File: config.mk
export PLATFORM = sky130hd
export DESIGN_NAME = univ_shift_reg
export DESIGN_NICKNAME = d
export VERILOG_FILES = /design/src/rtl/univ_sr_pkg.sv /design/src/rtl/sr_bit_cell.sv /design/src/rtl/univ_shift_reg.sv
export SDC_FILE = /design/constraint.sdc
export NUM_CORES = 1
export LEC_CHECK = 0
export BUFFER_PORTS_ARGS = -buffer_cell sky130_fd_sc_hd__buf_2
export CELL_PAD_IN_SITES_DETAIL_PLACEMENT = 1
export CELL_PAD_IN_SITES_GLOBAL_PLACEMENT = 1
export CORE_AREA = 2 2 40 42
export CTS_CLUSTER_DIAMETER = 50
export DETAILED_ROUTE_END_ITERATION = 16
export DIE_AREA = 0 0 42 44
export PLACE_DENSITY = 0.75
export RECOVER_POWER = 50
export SLEW_MARGIN = 15
export SYNTH_ARGS = -nofsm -noshare
export SYNTH_HDL_FRONTEND = slang
export SYNTH_SLANG_ARGS = --single-unit
File: constraint.sdc
create_clock -name clk -period 1.54 [get_ports clk]
set_clock_uncertainty 0.05 [all_clocks]
set_input_delay 0.077 -clock clk [delete_from_list [all_inputs] [get_ports clk]]
set_output_delay 0.077 -clock clk [all_outputs]
set_load 0.1 [all_outputs]
File: src/rtl/univ_sr_pkg.sv
// Mode encodings shared by the universal shift register and its bit cells.
package univ_sr_pkg;

    typedef logic [1:0] mode_t;

    localparam mode_t MODE_HOLD = 2'b00;
    localparam mode_t MODE_SHL  = 2'b01;
    localparam mode_t MODE_SHR  = 2'b10;
    localparam mode_t MODE_LOAD = 2'b11;

endpackage

File: src/rtl/sr_bit_cell.sv
// One register bit: 4:1 mode mux feeding a synchronous-reset flop.
// With UNIV_SR_QBAR_EN a registered complement flop is added.
module sr_bit_cell
    import univ_sr_pkg::*;
(
    input  logic  clk,
    input  logic  rst,
    input  mode_t mode,
    input  logic  lnb,
    input  logic  rnb,
    input  logic  pin,
`ifdef UNIV_SR_QBAR_EN
    output logic  qbar,
`endif
    output logic  q
);

    logic d;

    // lnb is the next-higher bit, rnb the next-lower bit
    always_comb begin
        d = q;
        case (mode)
            MODE_SHL:  d = rnb;
            MODE_SHR:  d = lnb;
            MODE_LOAD: d = pin;
            default:   d = q;
        endcase
    end

    always_ff @(posedge clk) begin
        if (rst) begin
            q <= 1'b0;
        end else begin
            q <= d;
        end
    end

`ifdef UNIV_SR_QBAR_EN
    always_ff @(posedge clk) begin
        if (rst) begin
            qbar <= 1'b1;
        end else begin
            qbar <= ~d;
        end
    end
`endif

endmodule

File: src/rtl/univ_shift_reg.sv
// Universal shift register with serial-frame completion pulse.
// Define UNIV_SR_QBAR_EN to add the registered qbar output.
module univ_shift_reg
    import univ_sr_pkg::*;
#(
    parameter int WIDTH = 4
) (
    input  logic             clk,
    input  logic             rst,
    input  mode_t            mode,
    input  logic             sin,
    input  logic [WIDTH-1:0] pin,
    output logic [WIDTH-1:0] q,
    output logic             sout,
`ifdef UNIV_SR_QBAR_EN
    output logic [WIDTH-1:0] qbar,
`endif
    output logic             frame_valid
);

    localparam int CNT_W = $clog2(WIDTH);
    localparam logic [CNT_W-1:0] LAST = CNT_W'(WIDTH - 1);

    logic [CNT_W-1:0] cnt;

    for (genvar i = 0; i < WIDTH; i++) begin : g_bit
        logic lnb;
        logic rnb;

        if (i == WIDTH - 1) begin : g_msb
            assign lnb = sin;
        end else begin : g_hi
            assign lnb = q[i+1];
        end

        if (i == 0) begin : g_lsb
            assign rnb = sin;
        end else begin : g_lo
            assign rnb = q[i-1];
        end

        sr_bit_cell u_cell (
            .clk  (clk),
            .rst  (rst),
            .mode (mode),
            .lnb  (lnb),
            .rnb  (rnb),
            .pin  (pin[i]),
`ifdef UNIV_SR_QBAR_EN
            .qbar (qbar[i]),
`endif
            .q    (q[i])
        );
    end

    always_comb begin
        sout = 1'b0;
        case (mode)
            MODE_SHL: sout = q[WIDTH-1];
            MODE_SHR: sout = q[0];
            default:  sout = 1'b0;
        endcase
    end

    // cnt counts shifts in the current frame; a load abandons it
    always_ff @(posedge clk) begin
        if (rst) begin
            cnt         <= '0;
            frame_valid <= 1'b0;
        end else begin
            case (mode)
                MODE_SHL, MODE_SHR: begin
                    if (cnt == LAST) begin
                        cnt         <= '0;
                        frame_valid <= 1'b1;
                    end else begin
                        cnt         <= cnt + 1'b1;
                        frame_valid <= 1'b0;
                    end
                end
                MODE_LOAD: begin
                    cnt         <= '0;
                    frame_valid <= 1'b0;
                end
                default: begin
                    frame_valid <= 1'b0;
                end
            endcase
        end
    end

endmodule

==> metrics.cfg <==
[status]
outcome=finished, final reports clean

[finish]
num-fill-cells=172
final_cells=75
antenna_cells=0
area_growth_pct=20.7
drive_above_1_share=0.322
nets=74

[pwr]
p_leak_nw=0.237
power_frac_comb=0.293
clkPwrFrac=0.322
p_int_w=0.000341
ir_drop_uv=378
power_density_nw_per_um2=1020
netSwitchingPower_w=0.000196
swShare=0.365
seqPwrFrac=0.384

[cts]
cts_tree=done
h-tree-depth=1
root_buffer=clkbuf_4
clockBufferDepth=2
hold_buffers=0
cts_sinks=7
path_clk_slew_ns=0.05
insertion_delay_ns=0.25
cts-resized-gates=0
numCtsBuffers=3
post_cts_buffers=0

[die]
die_area_um2=1850
die_h_um=44
ios=15
dieWidth_um=42
rows=14
core-area_um2=1420
start_util=0.307

[synthesis]
yosysTopAreaCell=dfxtp_1
ys_seq_elements=7
synth_warnings=0
synth_top_cell_area_share=0.322
avgSynthCellArea_um2=9.26
synth.area.top_cells=dfxtp_1 32%, a221oi_1 16%, ha_1 14%, or3b_1 8.0%, buf_4 6.9%
ys_types=16
synth_fp_nets=61
ys_seq_area_frac=0.322
synthCells=47
syn_area_um2=435

[setup_path]
cp-end-kind=flop
critPathKind=reg2reg
worstRegToRegCells=3
path_cells=ha_1 > or3b_2 > a21oi_1
cp-endpoint=cnt[1]$_SDFFE_PP0P_
rrSetupSlack_ns=0.25
path_depth=3
arrival_ns=1.42
r2r-end=cnt[1]$_SDFFE_PP0P_
setup.worst_path.start=cnt[0]$_SDFFE_PP0P_
path_delay_family=simple AND/OR/NAND/NOR gates
worstPathRequired_ns=1.68
slowest_delay_ns=0.43
start_kind=flop
crit_path_top_delay_cell=or3b_2
cp_max_fo=3
critPathBufInv=0
timing.rr.start=cnt[0]$_SDFFE_PP0P_

[global_routing]
grt_most_used_layer=met2
grt_pass1_vias=401
grtUsageMet1=0.116
met3_usage=0.0708
grt_max_degree=11
overflow=0
grt_use_met2=0.238
grt_pass1_wl_mm=1.72
antenna_found_initial=0
grt_use_total=0.132

[sta]
fmax_mhz=776
rsz0062_at_grt=false
setup_violations=0
worstMarginPinSlew_ns=0.540
setup_tns_ns=0
hold_viol_final=0
slew_headroom=0.642
fin_crit_sh=0.837
min_period_ns=1.29
maxSlewViolCount=0

[routing]
drc=0
routed_wl_mm=1.01
drtPass1Iterations=1
via_count=388
drt_iter0_drc=0
wire_per_inst_um=13.5
routed_via_density=5.17
ant_nets=0

[placement]
place.port_buffers=14
dpl.hpwl_um=757
dpl.cell_count=71
gp_congestion=0.662

[job]
drv_cap=0

[min_path]
hp-class=in2reg

power groups by stage:
stage	clock, W	sequential [W]	combinational [W]
final	0.000173	0.000206	0.000157
after global routing	0.000190	0.000208	0.000170
after CTS	0.000179	0.000206	0.000160
after detailed placement	0	0.000210	0.000159
after global placement	0	0.000209	0.000155
after floorplan	0	0.000208	0.000133
sequential cells by signal, summed over array words and instances, names as in the netlist:
| register | flops |
|---|---|
| g_bit.u_cell.q | 4 |
| cnt | 2 |
| frame_valid | 1 |
cell usage after synthesis (all sizes together):
library cell  count
nor2              1
dfxtp             7
or4               1
inv               6
ha                5
buf               5
or3b              5
nand2             3
a21oi             2
a221oi            8
clkbuf            2
a22oi             1
nor2b             1
metal layers:
layer / part of all wire / vias up / routed length, um
li1: - / 190 / -
met2: 0.54 / 11 / 545
met5: 0 / - / 0
met3: 0.066 / 0 / 67
met1: 0.39 / 187 / 398
met4: 0 / 0 / 0
area by class of cell:
cell class	instances	area, um2	share of cell area
clock buffers	4	26.3	0.0500
inverters	6	22.5	0.0429
multi-input cells	27	225	0.429
flip-flops and latches	7	140	0.267
well taps	16	20.0	0.0381
repair buffers	15	91.3	0.174
cell usage in the layout (no fill, tap or decap), drive strengths merged:
cell type and n:
nor2 1, a221oi 8, dfxtp 7, a22oi 1
nor2b 1, nand2 3, buf 12, or4 1
a21oi 2, ha 5, or3b 5, clkbuf 7
inv 6
stage by stage:
stage / hold WS, ns / util / total power, W / setup WS (ns) / instance area (um2)
final: 0.0307 / 0.370 / 0.000536 / 0.252 / 526
after global routing: 0.0324 / 0.370 / 0.000568 / 0.182 / 526
after CTS: 0.0259 / 0.371 / 0.000545 / 0.240 / 527
after detailed placement: 0.296 / 0.353 / 0.000368 / 0.195 / 500
after global placement: 0.294 / 0.353 / 0.000365 / 0.247 / 500
after floorplan: 0.0961 / - / 0.000341 / 0.0701 / 438
how the worst min path moves through the flow:
stage	slack, ns	endpoint	cells past startpoint	startpoint
finish	0.03	cnt[1]$_SDFFE_PP0P_	2	rst
global route	0.03	cnt[1]$_SDFFE_PP0P_	2	rst
CTS	0.03	cnt[1]$_SDFFE_PP0P_	2	rst
detailed placement	0.30	cnt[1]$_SDFFE_PP0P_	2	rst
global placement	0.29	cnt[1]$_SDFFE_PP0P_	2	rst
floorplan	0.1	cnt[0]$_SDFFE_PP0P_	1	rst
logic make-up after synthesis:
kind of cell	share of synthesized area
fa+ha+maj	0.144
simple gates	0.167
compound gates	0.201
buf+inv	0.167
flops	0.322
No activity file was read; power rests on OpenSTA's default activity.
